`src/rtl/enc_cola_4a2.sv`:
```
// enc_cola_4a2: sequential priority encoder, one index per VALID/READY handshake.
// Define ENC_COLA_MSB_FIRST_EN to emit the highest set index first.
module enc_cola_4a2 #(
    parameter int N = 4,
    parameter int W = $clog2(N)
) (
    input  logic         CLK,
    input  logic         RST_N,
    input  logic [N-1:0] D,
    input  logic         LOAD,
    output logic [W-1:0] A,
    output logic         VALID,
    input  logic         READY,
    output logic         BUSY,
    output logic         DONE
);

    typedef enum logic {
        S_IDLE,
        S_SCAN
    } state_t;

    state_t       r_state;
    state_t       w_state_n;
    logic [N-1:0] r_pend;
    logic [N-1:0] w_pend_n;
    logic [N-1:0] w_rem;
    logic [W-1:0] r_a;
    logic [W-1:0] w_a_n;
    logic         r_valid;
    logic         w_valid_n;
    logic         r_busy;
    logic         w_busy_n;
    logic         r_done;
    logic         w_done_n;

    // Priority pick of the next index to emit from a request vector.
    function automatic logic [W-1:0] f_enc(input logic [N-1:0] v);
        logic [W-1:0] idx;
        idx = '0;
`ifdef ENC_COLA_MSB_FIRST_EN
        for (int i = 0; i < N; i++) begin
            if (v[i]) idx = W'(i);
        end
`else
        for (int i = N - 1; i >= 0; i--) begin
            if (v[i]) idx = W'(i);
        end
`endif
        return idx;
    endfunction

    // Pending bits left once the current index is accepted.
    always_comb begin
        w_rem = r_pend & ~(N'(1) << r_a);
    end

    // Next-state and next-output logic.
    always_comb begin
        w_state_n = r_state;
        w_pend_n  = r_pend;
        w_a_n     = r_a;
        w_valid_n = r_valid;
        w_busy_n  = r_busy;
        w_done_n  = 1'b0;
        case (r_state)
            S_IDLE: begin
                if (LOAD) begin
                    if (D != '0) begin
                        w_pend_n  = D;
                        w_a_n     = f_enc(D);
                        w_valid_n = 1'b1;
                        w_busy_n  = 1'b1;
                        w_state_n = S_SCAN;
                    end else begin
                        w_done_n = 1'b1;
                    end
                end
            end
            S_SCAN: begin
                if (READY) begin
                    w_pend_n = w_rem;
                    if (w_rem != '0) begin
                        w_a_n = f_enc(w_rem);
                    end else begin
                        w_valid_n = 1'b0;
                        w_busy_n  = 1'b0;
                        w_done_n  = 1'b1;
                        w_state_n = S_IDLE;
                    end
                end
            end
            default: begin
                w_state_n = S_IDLE;
            end
        endcase
    end

    // State and registered outputs; reset drops any batch in flight.
    always_ff @(posedge CLK or negedge RST_N) begin
        if (!RST_N) begin
            r_state <= S_IDLE;
            r_pend  <= '0;
            r_a     <= '0;
            r_valid <= 1'b0;
            r_busy  <= 1'b0;
            r_done  <= 1'b0;
        end else begin
            r_state <= w_state_n;
            r_pend  <= w_pend_n;
            r_a     <= w_a_n;
            r_valid <= w_valid_n;
            r_busy  <= w_busy_n;
            r_done  <= w_done_n;
        end
    end

    assign A     = r_a;
    assign VALID = r_valid;
    assign BUSY  = r_busy;
    assign DONE  = r_done;

endmodule

```
`config.mk`:
```
export PLATFORM = sky130hd
export DESIGN_NAME = enc_cola_4a2
export DESIGN_NICKNAME = d
export VERILOG_FILES = /design/src/rtl/enc_cola_4a2.sv
export SDC_FILE = /design/constraint.sdc
export NUM_CORES = 1
export LEC_CHECK = 0
export BUFFER_PORTS_ARGS = -buffer_cell sky130_fd_sc_hd__clkbuf_2
export CORE_AREA = 2 2 39 41
export DETAILED_ROUTE_END_ITERATION = 6
export DIE_AREA = 0 0 41 43
export GPL_TIMING_DRIVEN = 1
export MAX_ROUTING_LAYER = met4
export PLACE_DENSITY_LB_ADDON = 0.15
export SYNTH_ARGS = -nofsm -noshare
export SYNTH_HDL_FRONTEND = slang
export SYNTH_SLANG_ARGS = --single-unit
```
`constraint.sdc`:
```
create_clock -name CLK -period 1.9 [get_ports CLK]
set_input_delay 0.19 -clock CLK [delete_from_list [all_inputs] [get_ports CLK]]
set_output_delay 0.19 -clock CLK [all_outputs]
set_load 0.01 [all_outputs]
```
* Yosys cells after proc, flatten, opt, wreduce, memory -nomap -nowiden
Index checks and enable logic that the tools add are counted.
Storage, ports and cells: register bits 9, bits in latches 0, memory bits (writable) 0, memory bits (read-only) 0, input bits 8, output and inout bits 5, logic and storage cells 51, memories 0
Cells by class: $add $sub $neg 0, multiply operators 0, divide/modulo/power cells 0, magnitude comparators 0, equal/unequal tests 5, shift operators 1, mux-type cells 32, bitwise operators 3, reductions and logical operators 5
Operators with widths (count):
- $mux W2 | 12
- $mux W1 | 12
- $mux W4 | 3
- $ne A2 B2 Y1 const B | 4
- $pmux W4 S2 | 1
- $reduce_and A4 Y1 | 2
- $reduce_bool A4 Y1 | 2
- $pmux W1 S2 | 3
- $and A4 B4 Y4 | 1
- $not A4 Y4 | 1
- $pmux W2 S2 | 1
- $shl A1 B2 Y4 const A | 1
- $reduce_and A3 Y1 | 1
- $ne A2 B1 Y1 const B | 1
- $not A1 Y1 | 1

* Depth between registers and ports, before layout
Gate-level depths: netlist of run 1.
depth after elaboration 10, mapped depth 5, depth with buffers taken out 4

* Worst setup path after synthesis of run 1
OpenSTA, ideal clock, no wires.
path kind register to register, start register r_a[1] (netlist: A[1]), end register r_a[0] (netlist: A[0]), setup time 0.124 ns, arrival 1.507 ns, required time 1.776 ns, slack 0.270 ns, stages on the path, launching flop included 6, path buffers 1, clock period less this slack 1.630 ns, cells stage by stage dfrtp_1 buf_4 or4_4 o22ai_4 o311ai_0 o31a_1
On the way: cells in the longest elaborated chain, start to end 10, elaborated cells between the ends (all ways) 13, classes of those cells eq/ne (1); shift (1); mux (7); bitwise (2); reduce/logical (2)
RTL lines:
- from (decl) | RTL line 28 | logic [W-1:0] r_a;
- from (signal assigned) | RTL line 111 | r_a <= w_a_n;
- $shl A1 B2 Y4 (*) | RTL line 55 | w_rem = r_pend & ~(N'(1) << r_a);
- $not A4 Y4 (*) | RTL line 55
- $and A4 B4 Y4 (*) | RTL line 55
- $mux W2 (4 in series) | RTL line 47 | if (v[i]) idx = W'(i);
- $mux W2 | RTL line 83 | if (w_rem != '0) begin
- $mux W2 | RTL line 81 | if (READY) begin
- $pmux W2 S2 | RTL line 66 | case (r_state)
Mark *: on every way between the ends. The rest lies on a longest branch, timed or not. The select of a mux whose other input is x is not followed. A chain may end at the register's enable or synchronous reset.

* Final worst setup path of run 1
Same ends and word-level chain as after synthesis.

==> results by group, run 1 <==
Outcome
  – Status: finished clean

Critical path
  – R2r setup slk: 0.26 ns
  – Reg2Reg Capture Point: A[0]$_DFFE_PN0P_
  – Arr. time, crit path: 1.79 ns
  – Crit path to: A[0]$_DFFE_PN0P_
  – Startpoint Class: flip-flop
  – Reg2Reg Depth: 4
  – Crit path cell chain: and2b_1 -> nor4b_2 -> o311ai_0 -> o31a_1
  – Worst reg2reg startpoint: A[1]$_DFFE_PN0P_
  – Crit path kind: reg -> reg
  – Worst Path Buf+Inv: 0
  – Crit Path Max Fanout: 11
  – WP depth: 4
  – CP max-delay cell: dfrtp_1
  – Top delay family on crit path: simple AND/OR/NAND/NOR gates
  – CP max stage delay: 0.51 ns
  – CP Launch Point: A[1]$_DFFE_PN0P_
  – Critical Path End Type: flip-flop
  – Worst Path Required: 2.05 ns

STA
  – Tcrit/Tclk final: 0.864
  – Unrepaired setup endpoints after global routing: false
  – Fin crit period: 1.64 ns
  – Final Hold Vio Count: 0
  – Setup violators final: 0
  – Final hold slack: 0.182 ns
  – Skew final: 0.00545 ns
  – Setup tns final: 0 ns
  – Worst-margin pin slew: 0.421 ns
  – Pins Over Slew Limit: 0
  – Slew HR: 0.718
  – Worst Slack Setup Final: 0.258 ns
  – Max Fclk: 609 MHz

Placement
  – I/O Buffers: 12
  – Placed cell count: 93
  – Placer Congestion: 0.903
  – Dpl ws: 0.261 ns
  – HPWL after DPL: 1.10 mm

Drt
  – Vias/cell: 6.22
  – Initial drt markers: 41
  – Routed len/inst: 15.1 µm
  – Vias: 610
  – Final wirelength: 1.48 mm
  – DR pass1 iterations: 4
  – DRC Markers: 0
  – Final ANT Viol Nets: 0

Synthesis
  – FF+latch count, synth: 9
  – Synth Flop Type: dfrtp_1
  – Mapped Avg Cell Area: 9.34 µm²
  – Post-synthesis cell type count: 39
  – Post-synth net total: 77
  – Cells after synthesis: 69
  – EDFF count, synth: 0
  – Synth top area cells: dfrtp_1, inv_1, o22ai_4
  – Async set-reset flop share out of synthesis: 1.00
  – Sequential fraction of the synthesis area: 0.350
  – Count leader, synth: dfrtp_1
  – Yosys top cell area share: 0.350
  – Ys Warns: 0
  – Cell taking the most area after synthesis: dfrtp_1
  – Synth top cells by count: dfrtp_1, inv_1, nand2_1
  – Syn Std Cell Area: 644 µm²

Clock tree
  – H-tree lvl count: 1
  – Clock root buffer: clkbuf_4
  – CTS Hold Bufs: 1
  – Post-CTS Setup Repair Bufs: 0
  – Max Root-Sink Buffers: 2
  – Clock slew at reported path FFs: 0.07 ns
  – CTS tree: built
  – Post_cts resized: 0
  – CTS buffer count: 3
  – CTS sink count: 9
  – Clock latency on the worst-skew pair: 0.27 ns

Power and ir drop
  – Leak Pwr: 0.325 nW
  – Power density of the placed cells: 1680 nW/µm²
  – Peak VDD IR: 807 µV

Final layout
  – Area of the multi-input gates: 367 µm²
  – Layout cell share with drive strength beyond 1: 0.256
  – Syn-to-layout area delta: 13.4%
  – Antenna cell count: 0
  – Layout Nets: 91
  – Seq. cell area: 225 µm²
  – Layout Cells excl Fill: 98
  – Fillers: 130

GRT
  – Residual overflow from global routing: 0
  – Vias in the first global route: 534
  – Largest net degree at the start of global routing: 12
  – Initial antenna violation count: 0
  – Total GRT Usage: 0.196
  – First-pass GRT wire length: 2.24 mm

Die
  – IO Count: 13
  – DIE AREA: 1760 µm²
  – Initial core utilization: 0.466
  – FP Rows: 14
  – Die height: 43 µm
  – Die Wd: 41 µm
  – Area of the core: 1380 µm²

Worst hold path
  – Worst Hold Class: in -> reg

Run
  – MaxCap Viol Count: 0
flip-flops by register name (all words and copies together), names as in the netlist:
register	count
DONE	1
r_state	1
BUSY	1
r_pend	4
A	2
layout by cell type (no fill, tap or decap), types with 3 or more instances in the layout:
cell type,instances
nand2_1,4
nor2_1,3
clkbuf_4,3
o21ai_0,3
inv_1,6
dfrtp_1,9
a21oi_1,3
clkbuf_2,12
nand2b_1,3
power breakdown:
group / internal, W / switching (W) / total [W] / leakage [nW]
logic: 0.000312 / 0.000317 / 0.000628 / 0.201
registers: 0.000281 / 0.000160 / 0.000441 / 0.110
clock network: 0.0000813 / 0.0000741 / 0.000155 / 0.0150
total: 0.000674 / 0.000550 / 0.00122 / 0.325
cell families after synthesis:
family,count (synthesis),share of synthesized area
buf+inv,10,0.0815
compound gates,28,0.346
simple gates,21,0.208
mux,1,0.0155
flops,9,0.350
layer usage:
layer | wire length (µm) | track usage
met4 | 62 | 0.120
met3 | 85 | 0.0471
met2 | 684 | 0.275
met5 | 0 | -
met1 | 651 | 0.243
final cells by class:
| cell class | count | area share |
|---|---|---|
| clock buffers | 4 | 0.0360 |
| inverters | 6 | 0.0308 |
| multi-input cells | 50 | 0.502 |
| flip-flops and latches | 9 | 0.308 |
| well taps | 16 | 0.0274 |
| repair buffers | 13 | 0.0959 |
worst min-delay path by stage:
| stage | startpoint | end | slack [ns] | depth (start not counted) |
|---|---|---|---|---|
| after global placement | RST_N | r_pend[3]$_DFFE_PN0P_ | 0.06 | 1 |
| after floorplan | RST_N | A[0]$_DFFE_PN0P_ | -0.11 | 0 |
| final | D[1] | r_pend[1]$_DFFE_PN0P_ | 0.18 | 2 |
| after CTS | D[1] | r_pend[1]$_DFFE_PN0P_ | 0.18 | 2 |
| after detailed placement | RST_N | r_pend[1]$_DFFE_PN0P_ | 0.06 | 1 |
| after global routing | D[1] | r_pend[1]$_DFFE_PN0P_ | 0.18 | 2 |
through the flow:
stage	total power, W	util	cell area [µm²]
2_1_floorplan	0.000944	-	644
6_report	0.00122	0.528	731
3_5_place_dp	0.00107	0.502	694
5_1_grt	0.00132	0.528	731
4_1_cts	0.00123	0.528	731
3_3_place_gp	0.00107	0.502	694
Power figures use the tool's default switching activity.
==> inputs of run 2 (changes only) <==
Settings changed: ABC_AREA set to 1.
==> run 2 against run 1 <==
Clock power about the same. Register-to-register slack gained 0.34 ns. Total power is 9.7% lower. Largest power group unchanged. Synthesized area fell by 8.0%. Flip-flop and latch count did not move. Synthesized cell count grew 12%. Sequential power decreased by 13%. Clock-buffer cell count unchanged. Largest cell class unchanged. Setup slack better by 0.34 ns.
==> results by group, run 2 <==
GRT
  – Largest net degree at the start of global routing: 14
  – Vias in the first global route: 500
  – Initial antenna violation count: 0
  – Total GRT Usage: 0.182
  – Residual overflow from global routing: 0
  – First-pass GRT wire length: 2.08 mm

Critical path
  – CP max-delay cell: dfrtp_1
  – Worst Path Required: 2.07 ns
  – Crit path kind: reg -> reg
  – CP max stage delay: 0.60 ns
  – Startpoint Class: flip-flop
  – Crit Path Max Fanout: 13
  – Critical Path Most Common Cell: nand2_1
  – Critical Path End Type: flip-flop
  – Arr. time, crit path: 1.47 ns
  – Crit path cell chain: nand2_1 -> nand2_8 -> o21ai_4 -> nand3_1 -> nand2_1

STA
  – Worst Slack Setup Final: 0.598 ns
  – Final Hold Vio Count: 0
  – Tcrit/Tclk final: 0.685
  – Unrepaired setup endpoints after global routing: false
  – Slew HR: 0.722
  – Setup tns final: 0 ns
  – Worst-margin pin slew: 0.418 ns
  – Fin crit period: 1.30 ns
  – Setup violators final: 0
  – Final hold slack: 0.197 ns
  – Skew final: 0.00667 ns
  – Pins Over Slew Limit: 0
  – Max Fclk: 768 MHz

Synthesis
  – Yosys top cell area share: 0.380
  – Count leader, synth: nand2_1
  – Cells after synthesis: 77
  – Sequential fraction of the synthesis area: 0.380
  – Post-synth net total: 85
  – Mapped Avg Cell Area: 7.70 µm²
  – Async set-reset flop share out of synthesis: 1.00
  – Cell taking the most area after synthesis: dfrtp_1
  – Post-synthesis cell type count: 19
  – EDFF count, synth: 0
  – Syn Std Cell Area: 593 µm²
  – Synth top area cells: dfrtp_1, nand2_1, nand2_8
  – Synth top cells by count: nand2_1, dfrtp_1, nor2_1
  – FF+latch count, synth: 9
  – Ys Warns: 0
  – Synth Flop Type: dfrtp_1

Power and ir drop
  – Leak Pwr: 0.359 nW
  – Power density of the placed cells: 1590 nW/µm²
  – Total Power: 0.00111 W
  – Peak VDD IR: 694 µV

Die
  – IO Count: 13
  – Die Wd: 41 µm
  – Initial core utilization: 0.429
  – FP Rows: 14
  – DIE AREA: 1760 µm²
  – Area of the core: 1380 µm²
  – Die height: 43 µm

Clock tree
  – H-tree lvl count: 1
  – Clock latency on the worst-skew pair: 0.27 ns
  – Clock slew at reported path FFs: 0.07 ns
  – Post_cts resized: 0
  – Max Root-Sink Buffers: 2
  – Post-CTS Setup Repair Bufs: 0
  – CTS sink count: 9
  – CTS tree: built
  – CTS buffer count: 3
  – Clock root buffer: clkbuf_4

Drt
  – Initial drt markers: 13
  – Vias/cell: 5.11
  – Vias: 552
  – Final wirelength: 1.24 mm
  – DR pass1 iterations: 4
  – DRC Markers: 0
  – Routed len/inst: 11.5 µm
  – Final ANT Viol Nets: 0

Placement
  – Placer Congestion: 0.824
  – HPWL after DPL: 942 µm
  – Dpl ws: 0.606 ns
  – I/O Buffers: 12

Final layout
  – Layout cell share with drive strength beyond 1: 0.315
  – Post-layout util: 0.504
  – Layout Nets: 101
  – Fillers: 152
  – Most common cell after layout, fill and taps aside: nand2_1
  – Antenna cell count: 0
  – Largest Register: r_pend
  – Commonest cells after routing, fill and taps aside: nand2_1, clkbuf_2, dfrtp_1
  – Largest register FFs: 4
  – Syn-to-layout area delta: 17.5%

Outcome
  – Status: finished clean

Worst hold path
  – Worst Hold Class: in -> reg

Run
  – MaxCap Viol Count: 0
[run 2: repair_timing]
item / in CTS / in global routing
hold buffers: 1 / 0
hold endpoints to repair: 9 / 0
setup endpoints to repair: 0 / 0
[run 2: through the flow]
stage	area [µm²]	cells
after detailed placement	661	103
final	697	108
after global placement	661	103
after global routing	697	108
after CTS	697	108
after floorplan	593	77
[run 2: path summary, 6_finish.rpt]
kind,startpoint,to,slack [ns],cells past startpoint
worst max-delay path,r_state$_DFF_PN0_,A[0]$_DFFE_PN0P_,0.60,5
worst min-delay path,READY,r_state$_DFF_PN0_,0.20,4
worst max register to register,r_state$_DFF_PN0_,A[0]$_DFFE_PN0P_,0.60,5
worst min register to register,BUSY$_DFFE_PN0P_,BUSY$_DFFE_PN0P_,0.50,2
max in group asynchronous,RST_N,DONE$_DFF_PN0_,1.38,2
min in group asynchronous,RST_N,A[0]$_DFFE_PN0P_,0.31,2
[run 2: layout make-up]
cell class,instances,area [µm²],share of cell area
multi-input cells,60,333,0.478
repair buffers,13,70.1,0.101
flip-flops and latches,9,225,0.323
inverters,6,22.5,0.0323
clock buffers,4,26.3,0.0377
well taps,16,20.0,0.0287
[run 2: cells by family (layout without fill, tap and decap cells)]
kind of cell           count (synthesis)  after routing  share of synthesized area
buffers and inverters                  8             23                     0.0591
DFF                                    9              9                      0.380
AOI/OAI and AO/OA                      9              9                      0.103
and+or+nand+nor                       51             51                      0.458
[run 2: worst max-delay path: cells and delay by family (launching register included)]
kind / cells / cell delay [ns]
AO/OA/AOI/OAI: 1 / 0.07
flip-flops: 1 / 0.60
AND/OR/NAND/NOR: 4 / 0.53
[run 2: report_power, final]
part	switching, W	internal (W)	total [W]
combinational	0.000344	0.000224	0.000568
sequential	0.000108	0.000274	0.000382
clock	0.0000741	0.0000813	0.000155
[run 2: routing by layer]
layer,vias to the layer above,track usage,part of all wire
li1,276,-,-
met1,248,0.234,0.43
met2,23,0.253,0.49
met3,5,0.0471,0.057
met4,0,0.100,0.022
met5,-,-,0
==> inputs of run 3 (changes only) <==
Settings changed: ABC_AREA 1 to 0.
Clock period 1.9 ns to 1.26 ns, I/O delays scaled along.
==> run 3 against run 2 <==
The flow now finishes with violations (setup timing). Clock-buffer cell count is the same. Combinational power grew to 2.8 times the previous value. Clock skew is 0.0057 ns lower. Sequential power grew 54%. Register-to-register slack got worse by 0.86 ns. Critical path type unchanged. Cell area up 34%.
==> results by group, run 3 (same netlist as run 1, synthesis figures left out) <==
Critical path
  – Worst Path Required: 1.40 ns
  – Arr. time, crit path: 1.67 ns
  – Crit Path Max Fanout: 5
  – Crit path kind: reg -> reg
  – CP Launch Point: A[1]$_DFFE_PN0P_
  – Worst reg2reg startpoint: A[1]$_DFFE_PN0P_
  – Critical Path End Type: flip-flop
  – Startpoint Class: flip-flop

Die
  – DIE AREA: 1760 µm²
  – Initial core utilization: 0.466
  – FP Rows: 14
  – Die Wd: 41 µm
  – Die height: 43 µm
  – IO Count: 13
  – Area of the core: 1380 µm²

Final layout
  – Syn-to-layout area delta: 45.2%
  – Antenna cell count: 0
  – Fillers: 117
  – Most common cell after layout, fill and taps aside: buf_4
  – Largest Register: r_pend
  – Layout Nets: 112
  – Post-layout util: 0.676
  – Layout cell share with drive strength beyond 1: 0.466
  – Largest register FFs: 4
  – Commonest cells after routing, fill and taps aside: buf_4, clkbuf_2, dfrtp_1

Power and ir drop
  – Power density of the placed cells: 2600 nW/µm²
  – Peak VDD IR: 1150 µV
  – Leak Pwr: 0.447 nW

STA
  – Pins Over Slew Limit: 0
  – Worst-margin pin slew: 0.388 ns
  – Slew HR: 0.740
  – Final Hold Vio Count: 0
  – Setup violators final: 6
  – Max Fclk: 655 MHz
  – Skew final: 0.000965 ns
  – Unrepaired setup endpoints after global routing: true
  – Fin crit period: 1.53 ns
  – Worst Slack Setup Final: -0.266 ns
  – Tcrit/Tclk final: 1.21

Clock tree
  – Clock slew at reported path FFs: 0.06 ns
  – CTS buffer count: 3
  – CTS tree: built
  – Clock latency on the worst-skew pair: 0.27 ns
  – H-tree lvl count: 1
  – Max Root-Sink Buffers: 2
  – CTS sink count: 9
  – Clock root buffer: clkbuf_4

Worst hold path
  – Hold wc startpoint: D[1]
  – Worst Hold Class: in -> reg

Outcome
  – Status: finished, violations left
  – Failing checks: setup timing

Drt
  – Routed len/inst: 16.0 µm
  – Vias/cell: 5.88
  – DRC Markers: 0
  – Final ANT Viol Nets: 0
  – Routed wl met3: 81 µm
  – Initial drt markers: 23
  – Routed wl met2: 961 µm
  – Vias: 700
  – Final wirelength: 1.90 mm
  – DR pass1 iterations: 4
  – Met1 wire length: 766 µm
  – Max Used Layer: met4

GRT
  – Vias in the first global route: 697
  – Largest net degree at the start of global routing: 11
  – Total GRT Usage: 0.265
  – First-pass GRT wire length: 3.04 mm
  – Residual overflow from global routing: 0
  – Initial antenna violation count: 0

Placement
  – HPWL after DPL: 1.34 mm
  – Placer Congestion: 0.830
  – I/O Buffers: 12
  – Dpl ws: -0.251 ns

Run
  – MaxCap Viol Count: 0
[run 3: layer usage]
metal,vias to the layer above,track usage
met1,329,0.307
met5,-,-
met4,0,0.140
met3,11,0.0733
li1,332,-
met2,28,0.400
[run 3: critical path, cell delays in order (launching register included)]
cell and delay, ns:
dfrtp_1 0.42, or4_4 0.56, o22ai_4 0.18, o31a_2 0.17
o31ai_1 0.06
[run 3: cell type report]
| type | count | area, µm² | area share |
|---|---|---|---|
| tap | 16 | 20.0 | 0.0214 |
| timing repair buffer | 34 | 228 | 0.243 |
| clock buffer | 4 | 26.3 | 0.0281 |
| multi-input combinational | 50 | 414 | 0.443 |
| sequential | 9 | 225 | 0.241 |
| inverter | 6 | 22.5 | 0.0241 |
[run 3: metrics by stage]
step                total power (W)  hold slack (ns)  TNS [ns]  instance area, µm²  instances
global placement            0.00193         -0.00814     -1.43                 831        109
finish                      0.00244            0.186     -1.33                 936        119
CTS                         0.00231            0.163     -1.28                 897        117
detailed placement          0.00196          0.00761     -1.68                 831        109
floorplan                   0.00149           -0.170     -1.43                 664         69
global route                0.00260            0.197     -1.74                 936        119
[run 3: path summary, 6_finish.rpt]
path                            cells after the start  slack (ns)                    end
worst max register to register                      4       -0.27       A[1]$_DFFE_PN0P_
max in group asynchronous                           2        0.82         DONE$_DFF_PN0_
min in group asynchronous                           2        0.24  r_pend[1]$_DFFE_PN0P_
worst min-delay path                                3        0.19  r_pend[1]$_DFFE_PN0P_
worst min register to register                      2        0.54       BUSY$_DFFE_PN0P_
worst max-delay path                                4       -0.27       A[1]$_DFFE_PN0P_
[run 3: timing repair]
action,CTS,global route
endpoints found under the setup margin,6,10
endpoints found under the hold margin,9,0
hold buffers,1,0
setup buffers,3,2
gates resized for setup,1,8
[run 3: power breakdown]
group          internal (W)  switching (W)  leakage, nW  total [W]
combinational      0.000857       0.000746        0.323    0.00160
sequential         0.000425       0.000165        0.110   0.000590
clock              0.000123       0.000119       0.0150   0.000242
